`config.mk`:
```
export PLATFORM = sky130hd
export DESIGN_NAME = uart_rx
export DESIGN_NICKNAME = d
export VERILOG_FILES = /design/src/rtl/uart_rx.sv
export SDC_FILE = /design/constraint.sdc
export NUM_CORES = 1
export LEC_CHECK = 0
export CAP_MARGIN = 15
export CORE_MARGIN = 4
export CORE_UTILIZATION = 45
export CTS_BUF_LIST = sky130_fd_sc_hd__clkbuf_8
export DETAILED_ROUTE_END_ITERATION = 7
export PLACE_DENSITY = 0.72
export SLEW_MARGIN = 20
export SYNTH_ARGS = -nofsm -noshare
export SYNTH_HDL_FRONTEND = slang
export SYNTH_SLANG_ARGS = --single-unit
```
`constraint.sdc`:
```
create_clock -name clk -period 3.8 [get_ports clk]
set_input_delay 0.95 -clock clk [delete_from_list [all_inputs] [get_ports clk]]
set_output_delay 0.95 -clock clk [all_outputs]
set_load 0.005 [all_outputs]
```
`src/rtl/uart_rx.sv`:
```
// ============================================================================
// uart_rx
// ----------------------------------------------------------------------------
// Purpose:
//   Asynchronous serial receiver, the receive-side partner of uart_tx.
//   Frame format: 1 start bit (0), 8 data bits LSB first, 1 even-parity bit,
//   1 stop bit (1). Every frame that survives the mid-start-bit check is
//   reported with a one-cycle strobe plus parity/framing error flags; the
//   consumer decides whether to keep errored bytes.
//
// Parameters:
//   BAUD_RATE       line bit rate in bits/s
//   EXTERNAL_CLOCK  clk frequency in Hz
//
// Ports:
//   clk           in   1  system clock, rising edge
//   sync_nreset   in   1  synchronous active-low reset
//   data_in       in   1  serial RX line, asynchronous, idle high
//   data_out      out  8  last received byte, held until the next frame
//   data_valid    out  1  one-cycle strobe per completed frame
//   parity_error  out  1  received parity differs from even parity of data
//   frame_error   out  1  sampled stop bit was 0
// ============================================================================
module uart_rx #(
    parameter int BAUD_RATE      = 115_200,
    parameter int EXTERNAL_CLOCK = 50_000_000
) (
    input  logic       clk,
    input  logic       sync_nreset,
    input  logic       data_in,
    output logic [7:0] data_out,
    output logic       data_valid,
    output logic       parity_error,
    output logic       frame_error
);

    localparam int CLKS_PER_BIT = EXTERNAL_CLOCK / BAUD_RATE;
    localparam int HALF_BIT     = CLKS_PER_BIT / 2;
    localparam int CNT_W        = (CLKS_PER_BIT > 2) ? $clog2(CLKS_PER_BIT) : 1;

    localparam logic [CNT_W-1:0] CNT_FULL = CNT_W'(CLKS_PER_BIT - 1);
    localparam logic [CNT_W-1:0] CNT_HALF = CNT_W'(HALF_BIT - 1);

    // REPORT is the single cycle after the stop sample in which the frame
    // results are published; it keeps the output registers off the
    // counter-compare path.
    typedef enum logic [2:0] {
        IDLE,
        START,
        DATA,
        PARITY,
        STOP,
        REPORT,
        WAIT_HIGH
    } state_t;

    state_t state;
    state_t next_state;

    logic             sync_q1;
    logic             rx_s;
    logic [CNT_W-1:0] clk_cnt;
    logic [2:0]       bit_idx;
    logic [7:0]       shift;
    logic             rx_par;
    logic             stop_sample;

    logic cnt_clear;
    logic cnt_inc;
    logic shift_en;
    logic idx_clear;
    logic par_en;
    logic stop_en;
    logic report_en;

    // Two-flop synchroniser. Reset forces the idle (high) level so that a
    // reset does not itself look like a start edge.
    always_ff @(posedge clk) begin
        if (!sync_nreset) begin
            sync_q1 <= 1'b1;
            rx_s    <= 1'b1;
        end else begin
            sync_q1 <= data_in;
            rx_s    <= sync_q1;
        end
    end

    // FSM state register.
    always_ff @(posedge clk) begin
        if (!sync_nreset) begin
            state <= IDLE;
        end else begin
            state <= next_state;
        end
    end

    // Next-state and datapath control. The start bit is checked at half a
    // bit period so that every later sample, taken a full period apart,
    // lands in the centre of its bit.
    always_comb begin
        next_state = state;
        cnt_clear  = 1'b0;
        cnt_inc    = 1'b0;
        shift_en   = 1'b0;
        idx_clear  = 1'b0;
        par_en     = 1'b0;
        stop_en    = 1'b0;
        report_en  = 1'b0;

        case (state)
            IDLE: begin
                cnt_clear = 1'b1;
                idx_clear = 1'b1;
                if (!rx_s) begin
                    next_state = START;
                end
            end

            START: begin
                if (clk_cnt == CNT_HALF) begin
                    cnt_clear  = 1'b1;
                    next_state = rx_s ? IDLE : DATA;
                end else begin
                    cnt_inc = 1'b1;
                end
            end

            DATA: begin
                if (clk_cnt == CNT_FULL) begin
                    cnt_clear = 1'b1;
                    shift_en  = 1'b1;
                    if (bit_idx == 3'd7) begin
                        next_state = PARITY;
                    end
                end else begin
                    cnt_inc = 1'b1;
                end
            end

            PARITY: begin
                if (clk_cnt == CNT_FULL) begin
                    cnt_clear  = 1'b1;
                    par_en     = 1'b1;
                    next_state = STOP;
                end else begin
                    cnt_inc = 1'b1;
                end
            end

            STOP: begin
                if (clk_cnt == CNT_FULL) begin
                    cnt_clear  = 1'b1;
                    stop_en    = 1'b1;
                    next_state = REPORT;
                end else begin
                    cnt_inc = 1'b1;
                end
            end

            // A low stop bit may be the start of a break; wait for the line
            // to go high before looking for another start edge.
            REPORT: begin
                cnt_clear  = 1'b1;
                report_en  = 1'b1;
                next_state = stop_sample ? IDLE : WAIT_HIGH;
            end

            WAIT_HIGH: begin
                cnt_clear = 1'b1;
                if (rx_s) begin
                    next_state = IDLE;
                end
            end

            default: begin
                cnt_clear  = 1'b1;
                next_state = IDLE;
            end
        endcase
    end

    // Bit-period counter and bit index.
    always_ff @(posedge clk) begin
        if (!sync_nreset) begin
            clk_cnt <= '0;
            bit_idx <= '0;
        end else begin
            if (cnt_clear) begin
                clk_cnt <= '0;
            end else if (cnt_inc) begin
                clk_cnt <= clk_cnt + 1'b1;
            end

            if (idx_clear) begin
                bit_idx <= '0;
            end else if (shift_en) begin
                bit_idx <= bit_idx + 1'b1;
            end
        end
    end

    // Sample capture: data bits, parity bit and stop bit.
    always_ff @(posedge clk) begin
        if (!sync_nreset) begin
            shift       <= '0;
            rx_par      <= 1'b0;
            stop_sample <= 1'b1;
        end else begin
            if (shift_en) begin
                shift[bit_idx] <= rx_s;
            end
            if (par_en) begin
                rx_par <= rx_s;
            end
            if (stop_en) begin
                stop_sample <= rx_s;
            end
        end
    end

    // Frame results. data_out and the error flags only change on a report,
    // so they stay valid for the consumer until the next frame completes.
    always_ff @(posedge clk) begin
        if (!sync_nreset) begin
            data_out     <= 8'h00;
            data_valid   <= 1'b0;
            parity_error <= 1'b0;
            frame_error  <= 1'b0;
        end else begin
            data_valid <= report_en;
            if (report_en) begin
                data_out     <= shift;
                parity_error <= rx_par ^ (^shift);
                frame_error  <= ~stop_sample;
            end
        end
    end

endmodule

```
; After elaboration in Yosys (flattened, before gate mapping)
; Cells that the tools add are included.
[word_totals]
input_bits = 3
reg_bits = 38
output_inout_bits = 11
[op_classes]
add_sub_neg = 2
magnitude_cmp = 2
muxes = 24
n_reduce_logical = 7
eq_ne = 16
bitwise = 3
[ops]
columns = cell, count
row1 = 2-to-1 mux 3 bit, 8
row2 = one-hot mux 3 bit (7 select lines), 1
row3 = "inequality test 2 bit, second input constant", 7
row4 = "equality test 3 bit, second input constant", 4
row5 = 2-to-1 mux 1 bit, 10
row6 = "adder 9 x 1 -> 9 bit, second input constant", 1
row7 = "equality test 9 x 8 -> 1 bit, second input constant", 1
row8 = "equality test 9 bit, second input constant", 1
row9 = bitwise mux 8 bit, 1
row10 = parity 8 bit, 1
row11 = AND reduction 7 bit, 1
row12 = "equality test 3 x 2 -> 1 bit, second input constant", 2
row13 = "less-than comparator 3 x 4 -> 1 bit, second input constant", 1
row14 = one-hot mux 1 bit (2 select lines), 2
row15 = OR reduction 2 bit, 2
row16 = "adder 3 x 1 -> 3 bit, second input constant", 1
row17 = demux 1 bit (select 3 bit), 1
row18 = "equality test 3 x 1 -> 1 bit, second input constant", 1
row19 = ">= comparator 3 x 1 -> 1 bit, second input constant", 1
row20 = zero test 3 bit, 1
row21 = OR reduction 3 bit, 1
row22 = 2-to-1 mux 2 bit, 1
row23 = NOT 1 bit, 2
row24 = logical AND 1 bit, 1
row25 = bitwise XOR 1 bit, 1

; Longest topological paths before layout
; Gate-level depths: netlist of the first run.
[logic_depth]
word_depth = 5
mapped_depth = 8

; Worst setup path before layout of the first run
; OpenSTA, ideal clock, no wires.
[synth_timing]
kind = flip-flop to flip-flop
start = register clk_cnt[0]
end = register shift[7]
stages_incl_launch_ff = 8
slack_ns = 2.086
setup_time_ns = 0.115
t_arrival_ns = 1.599
period_less_slack_ns = 1.714
n_path_buf = 1
cell_sequence = dfxtp_1 -> ha_1 -> and4b_1 -> nand4b_2 -> buf_6 -> nor3_2 -> mux2_1 -> and2_1
[synth_between]
elab_chain_len = 3
[synth_rtl]
columns = item, line_no
row1 = "start, declared", 62  ; logic [CNT_W-1:0] clk_cnt;
row2 = "start signal, assigned", 191  ; clk_cnt <= clk_cnt + 1'b1;
row3 = equality test 9 bit, 129  ; if (clk_cnt == CNT_FULL) begin
row4 = 2-to-1 mux 1 bit, 129
row5 = 2-to-1 mux 1 bit, 110  ; case (state)
row6 = "end signal, assigned by index", 210  ; shift[bit_idx] <= rx_s;
row7 = "end, declared", 64  ; logic [7:0] shift;
; Every way passes these cells.
; A chain may end at the register's enable or synchronous reset.

; Worst setup path after layout of the first run
[layout_timing]
start = register state[1]
end = register shift[6]
[layout_between]
elab_chain_len = 2
[layout_rtl]
columns = item, line_no
row1 = "start, declared", 57  ; state_t state;
row2 = "start signal, assigned", 93  ; state <= next_state;
row3 = equality test 3 x 2 -> 1 bit, 110
row4 = 2-to-1 mux 1 bit, 110
; Every way passes these cells.

==> results by group, run 1 <==
Global route
  – Largest net degree at the start of global routing: 29
  – GRT overflow: 0
  – GRT Overall Usage: 14.1%
  – Vias in the first global route: 1218
  – First-pass GRT wire length: 5790 µm
  – Initial antenna violation count: 0

STA
  – Worst setup margin: 1680 ps
  – Final number of hold-violating endpoints: 0
  – RSZ-0062 raised after global routing: false
  – Period utilization: 55.8%
  – Fmax: 472 MHz
  – Final min period: 2120 ps
  – Relative max-transition margin: 67.7%
  – Setup tns final: 0 ps
  – Skew final: 7.86 ps
  – Slew Viols, Final: 0
  – Worst-Margin Slew: 484 ps
  – Count of final setup violators: 0

Yosys
  – Largest cells by area after synthesis: dfxtp_1, mux2i_1, nand2_1
  – Avg Cell Area, Syn: 9.61 µm²
  – Post-synthesis register bit count: 38
  – Netlist cell types: 45
  – Ys async rst share: 0%
  – Cells after Synth: 195
  – Synth area leader: dfxtp_1
  – Most used DFF post-synth: dfxtp_1
  – Share of the synthesized area in the top cell type: 40.6%
  – Synthesized area: 1870 µm²
  – EDFF count, synth: 0
  – Synth top cells by count: dfxtp_1, nand2_1, nor2_1, mux2i_1, nor2b_1
  – Most common cell in the netlist: dfxtp_1
  – YS warnings: 0
  – Sequential share of the synthesized area: 40.6%
  – Syn_nets: 203

Finish
  – Antenna diodes: 0
  – Core Util, Final: 52.9%
  – FILL cells: 374
  – Share of cells above drive strength 1: 9.71%
  – Area of the multi-input gates: 1040 µm²
  – Area delta synth->final: 13.0%
  – FF/Latch Area: 761 µm²
  – Nets@finish: 213

Power
  – Leakage power: 0.774 nW
  – Pwr Total: 0.939 mW
  – VDD IR max: 0.000340 V
  – Power density cells: 444 nW/µm²

Route
  – M1 WL: 1740 µm
  – Routed WL: 3320 µm
  – DR WL met2: 1410 µm
  – Max layer used: met4
  – DRC errors left: 0
  – Metal3 WL: 132 µm
  – Vias per std cell: 5.12
  – Vias: 1311
  – Per-cell routed wire length: 13.0 µm
  – Drt pass-1 iters: 4
  – Remaining antenna violation count: 0
  – Iteration-0 DRC Markers: 75

Placed design
  – Post-DP HPWL: 2230 µm
  – RePlAce Congestion: 0.737
  – Dpl ws: 1640 ps
  – Port buffer count: 13

Critical path
  – Worst setup path class: flop to flop
  – CP Capture Type: flop
  – RR Startpoint: state[1]
  – R2R cell count: 5
  – Worst endpoint required time: 3990 ps
  – Reg2reg end: shift[6]
  – Critical Path Source: state[1]
  – CP max FO: 13
  – Worst Path Arrival: 2310 ps
  – Crit-path slowest cell: or4_1
  – Max stage delay on crit path: 570 ps
  – Reg2reg setup slack: 1680 ps
  – Startpoint types: flop
  – Crit-path cells: and2b_1, nand4b_2, or4_1, mux2i_1, nor2b_1

Clock tree
  – H-Tree Depth: 2
  – Gates resized, CTS repair: 0
  – Bufs on Longest Clock Path: 2
  – Clock transition at path regs: 80 ps
  – Clock Latency Late Sink: 290 ps
  – Clock tree from TritonCTS: built
  – # hold bufs at CTS: 0
  – CTS Sinks: 38
  – Root Buffer: clkbuf_8
  – Setup bufs post-CTS: 0
  – Num CTS Buffers: 5

Run status
  – Outcome: finished clean

Floorplan
  – Die height: 72.5 µm
  – Io pins: 14
  – Row count: 23
  – Die area: 5260 µm²
  – Initial core utilization: 46.8%
  – DIE WIDTH: 72.5 µm
  – Core Area: 4000 µm²

Worst hold path
  – Hold Startpoint: sync_q1
  – Min-Delay Path Depth: 1
  – Min-delay worst type: flop to flop
  – Hold Path End: rx_s

Job
  – Max-cap violations: 0
## worst max path at each step
stage                 end  cells past startpoint
2_1_floorplan    shift[7]                      7
3_3_place_gp   clk_cnt[5]                      4
3_5_place_dp   clk_cnt[2]                      4
4_1_cts          shift[6]                      5
5_1_grt          shift[6]                      5
6_report         shift[6]                      5
## cell type report
| cell class | count | area share, % |
|---|---|---|
| clock inverters | 2 | 0.591 |
| inverters | 5 | 0.887 |
| flip-flops and latches | 38 | 36.0 |
| clock buffers | 6 | 3.90 |
| multi-input cells | 141 | 49.2 |
| repair buffers | 14 | 6.51 |
| well taps | 50 | 2.96 |
## kinds of logic (layout without fill, tap and decap cells)
| family | after synthesis | count (layout) | share of synthesized area [%] |
|---|---|---|---|
| AO/OA/AOI/OAI | 23 | 23 | 10.4 |
| AND/OR/NAND/NOR | 84 | 84 | 26.5 |
| adder cells (fa/ha/maj) | 5 | 5 | 3.34 |
| XOR/XNOR | 15 | 15 | 7.75 |
| buffers and inverters | 16 | 27 | 3.81 |
| multiplexers | 14 | 14 | 7.55 |
| flip-flops | 38 | 38 | 40.6 |
## worst max-delay path: cells and delay by family (launching register included)
family / cells / cell delay (ps)
simple gates: 4 / 1310
flops: 1 / 550
mux: 1 / 170
## report_power, final
part	total [mW]	internal, mW	switching [mW]
combinational	0.184	0.0893	0.0943
clock	0.290	0.146	0.144
sequential	0.466	0.419	0.0464
## registers in the layout, indices dropped and copies added (netlist names)
| register | cells |
|---|---|
| clk_cnt | 9 |
| data_out | 8 |
| shift | 8 |
| bit_idx | 3 |
| state | 3 |
| data_valid | 1 |
| frame_error | 1 |
| parity_error | 1 |
| rx_par | 1 |
| rx_s | 1 |
| stop_sample | 1 |
| sync_q1 | 1 |
## per-stage QoR
step	hold WS, ps	std cells	cell area (µm²)
final	411	256	2120
after global routing	441	256	2120
after CTS	412	256	2120
after detailed placement	394	248	2020
after global placement	390	248	2020
after floorplan	386	195	1870
## metal layers
| metal | vias up | GRT usage (%) |
|---|---|---|
| met5 | - | 0 |
| met4 | 0 | 3.69 |
| met3 | 5 | 4.57 |
| met2 | 21 | 20.3 |
| met1 | 606 | 20.2 |
| li1 | 679 | - |
## cells in the final DEF (no fill, tap or decap), types with 2 or more instances in the layout
cell and count:
xor2_1 6, a21boi_0 8, nand3b_1 2, mux2i_1 13, nand4_1 2, a21oi_1 4
inv_1 4, dfxtp_1 38, clkbuf_8 6, nand2_1 24, xnor2_1 8, nor4b_4 2
and2_1 6, clkdlybuf4s50_1 13, ha_1 5, nor4_2 3, nor2_1 19, nor2b_1 9
nand2b_1 3, nand3_1 5
Power figures use the tool's default switching activity.
==> run 2, diff against run 1 <==
==> constraint.sdc (replaced) <==
create_clock -name clk -period 2.15 [get_ports clk]
set_input_delay 0.5375 -clock clk [delete_from_list [all_inputs] [get_ports clk]]
set_output_delay 0.5375 -clock clk [all_outputs]
set_load 0.005 [all_outputs]
==> results by group, run 2 (synthesized netlist as in run 1, its figures left out) <==
STA
  – Setup tns final: 0 ps (unchanged)
  – RSZ-0062 raised after global routing: false
  – Period utilization: 86.3% (+31 points)
  – Final min period: 1860 ps (-264 ps)
  – Slew Viols, Final: 0 (unchanged)
  – Count of final setup violators: 0 (unchanged)
  – Relative max-transition margin: 68.3% (+0.61 points)
  – Skew final: 6.81 ps (-1.05 ps)
  – Fmax: 539 MHz (+14%)
  – Worst-Margin Slew: 475 ps (-9.11 ps)
  – Final number of hold-violating endpoints: 0 (unchanged)

Global route
  – Vias in the first global route: 1322 (+8.5%)
  – Initial antenna violation count: 0 (unchanged)
  – Largest net degree at the start of global routing: 15 (-48%)
  – GRT Overall Usage: 14.4% (+0.35 points)
  – GRT overflow: 0 (unchanged)
  – First-pass GRT wire length: 6000 µm (+3.6%)

Critical path
  – Worst setup path class: flop to flop
  – Critical Path Source: bit_idx[1]
  – Reg2reg end: state[2]
  – CP Capture Type: flop
  – R2R cell count: 7 (+2)
  – CP max FO: 8 (-5)
  – Crit path to: state[2]
  – Worst Path Arrival: 2040 ps (-270 ps)
  – RR Startpoint: bit_idx[1]
  – Reg2reg setup slack: 290 ps (-1390 ps)
  – Startpoint types: flop
  – Worst endpoint required time: 2330 ps (-1660 ps)

Route
  – Per-cell routed wire length: 12.9 µm (-0.59%)
  – Iteration-0 DRC Markers: 64 (-15%)
  – Vias per std cell: 5.10 (-0.42%)
  – Drt pass-1 iters: 4 (unchanged)
  – Routed WL: 3360 µm (+1.4%)
  – Remaining antenna violation count: 0 (unchanged)
  – Vias: 1331 (+1.5%)
  – DRC errors left: 0 (unchanged)

Floorplan
  – Initial core utilization: 46.8% (unchanged)
  – Die area: 5260 µm² (unchanged)
  – Core Area: 4000 µm² (unchanged)
  – Row count: 23 (unchanged)
  – Die height: 72.5 µm (unchanged)
  – Io pins: 14 (unchanged)
  – DIE WIDTH: 72.5 µm (unchanged)

Finish
  – Most common cell after layout, fill and taps aside: dfxtp_1
  – Reg with most FFs: clk_cnt
  – Max reg flops: 9 (unchanged)
  – FF/Latch Area: 761 µm² (unchanged)
  – Area delta synth->final: 17.5%
  – Most frequent cells in the layout: dfxtp_1, nand2_1, nor2_1
  – FILL cells: 369 (-1.3%)
  – Nets@finish: 218 (+2.3%)
  – Antenna diodes: 0 (unchanged)
  – Fin area: 2200 µm² (+4.0%)
  – Area of the multi-input gates: 1040 µm² (unchanged)
  – Largest regs: clk_cnt (9), data_out (8), shift (8)
  – Share of cells above drive strength 1: 11.8% (+2.1 points)

Placed design
  – Port buffer count: 13 (unchanged)
  – Placed cell areas: 2060 µm² (+1.9%)
  – RePlAce Congestion: 0.783 (+6.2%)
  – Post-DP HPWL: 2370 µm (+6.3%)

Power
  – VDD IR max: 0.000506 V (+49%)
  – Leakage power: 0.821 nW (+6.2%)
  – Power density cells: 867 nW/µm² (+95%)
  – Pwr Total: 1.91 mW (+100%)

Clock tree
  – Bufs on Longest Clock Path: 2 (unchanged)
  – Num CTS Buffers: 5 (unchanged)
  – Clock transition at path regs: 80 ps (about the same)
  – H-Tree Depth: 2 (unchanged)
  – Clock Latency Late Sink: 290 ps (about the same)
  – Setup bufs post-CTS: 0 (unchanged)
  – CTS Sinks: 38 (unchanged)
  – Clock tree from TritonCTS: built
  – Gates resized, CTS repair: 0 (unchanged)
  – # hold bufs at CTS: 0 (unchanged)
  – Root Buffer: clkbuf_8

Job
  – Max-cap violations: 0 (unchanged)

Worst hold path
  – Min-delay worst type: flop to flop
  – Hold Startpoint: sync_q1

Run status
  – Outcome: finished clean
## run 2: cell count changes in the layout (fill, tap and decap cells not counted), sizes merged
cell,before,now
bufinv,0,2
clkinv,1,0
clkinvlp,1,0
buf,1,6
## run 2: critical path, stage by stage, from the launching register on
cell and delay, ps:
dfxtp_1 590, ha_1 230, ha_1 160, nand2b_1 80
nand3b_1 80, a21oi_1 90, a221o_1 290, o221a_2 240
## run 2: stage by stage
step	hold slack, ps	instances	worst slack (ps)	util (%)
2_1_floorplan	386	195	436	-
3_3_place_gp	388	253	364	51.5
3_5_place_dp	412	253	310	51.5
4_1_cts	430	261	304	55.0
5_1_grt	451	261	169	55.0
6_report	425	261	295	55.0
## run 2: cell type report
class	instances	area share [%]
Clock buffer	6	3.75
Sequential cell	38	34.6
Multi-Input combinational cell	141	47.3
Timing Repair Buffer	19	7.96
Tap cell	50	2.84
Inverter	5	0.853
Clock inverter	2	2.73
## run 2: how the worst min path moves through the flow
stage	endpoint	slack (ps)	cells after the start
floorplan	rx_s	390	1
global placement	rx_s	390	1
detailed placement	rx_s	410	1
CTS	rx_s	430	1
global route	rx_s	450	1
finish	rx_s	430	1
## run 2: where the power goes
| group | switching, mW | leakage [nW] | internal (mW) |
|---|---|---|---|
| Sequential | 0.0583 | 0.307 | 0.741 |
| Clock | 0.253 | 0.0714 | 0.495 |
| Combinational | 0.191 | 0.443 | 0.171 |
| Total | 0.502 | 0.821 | 1.41 |
## run 2: layer usage
layer	GRT usage [%]	vias up	share of wire, %
met3	3.19	5	3.6
li1	-	688	-
met1	20.3	616	54
met2	21.1	22	41
met5	0	-	0
met4	6.15	0	1.4
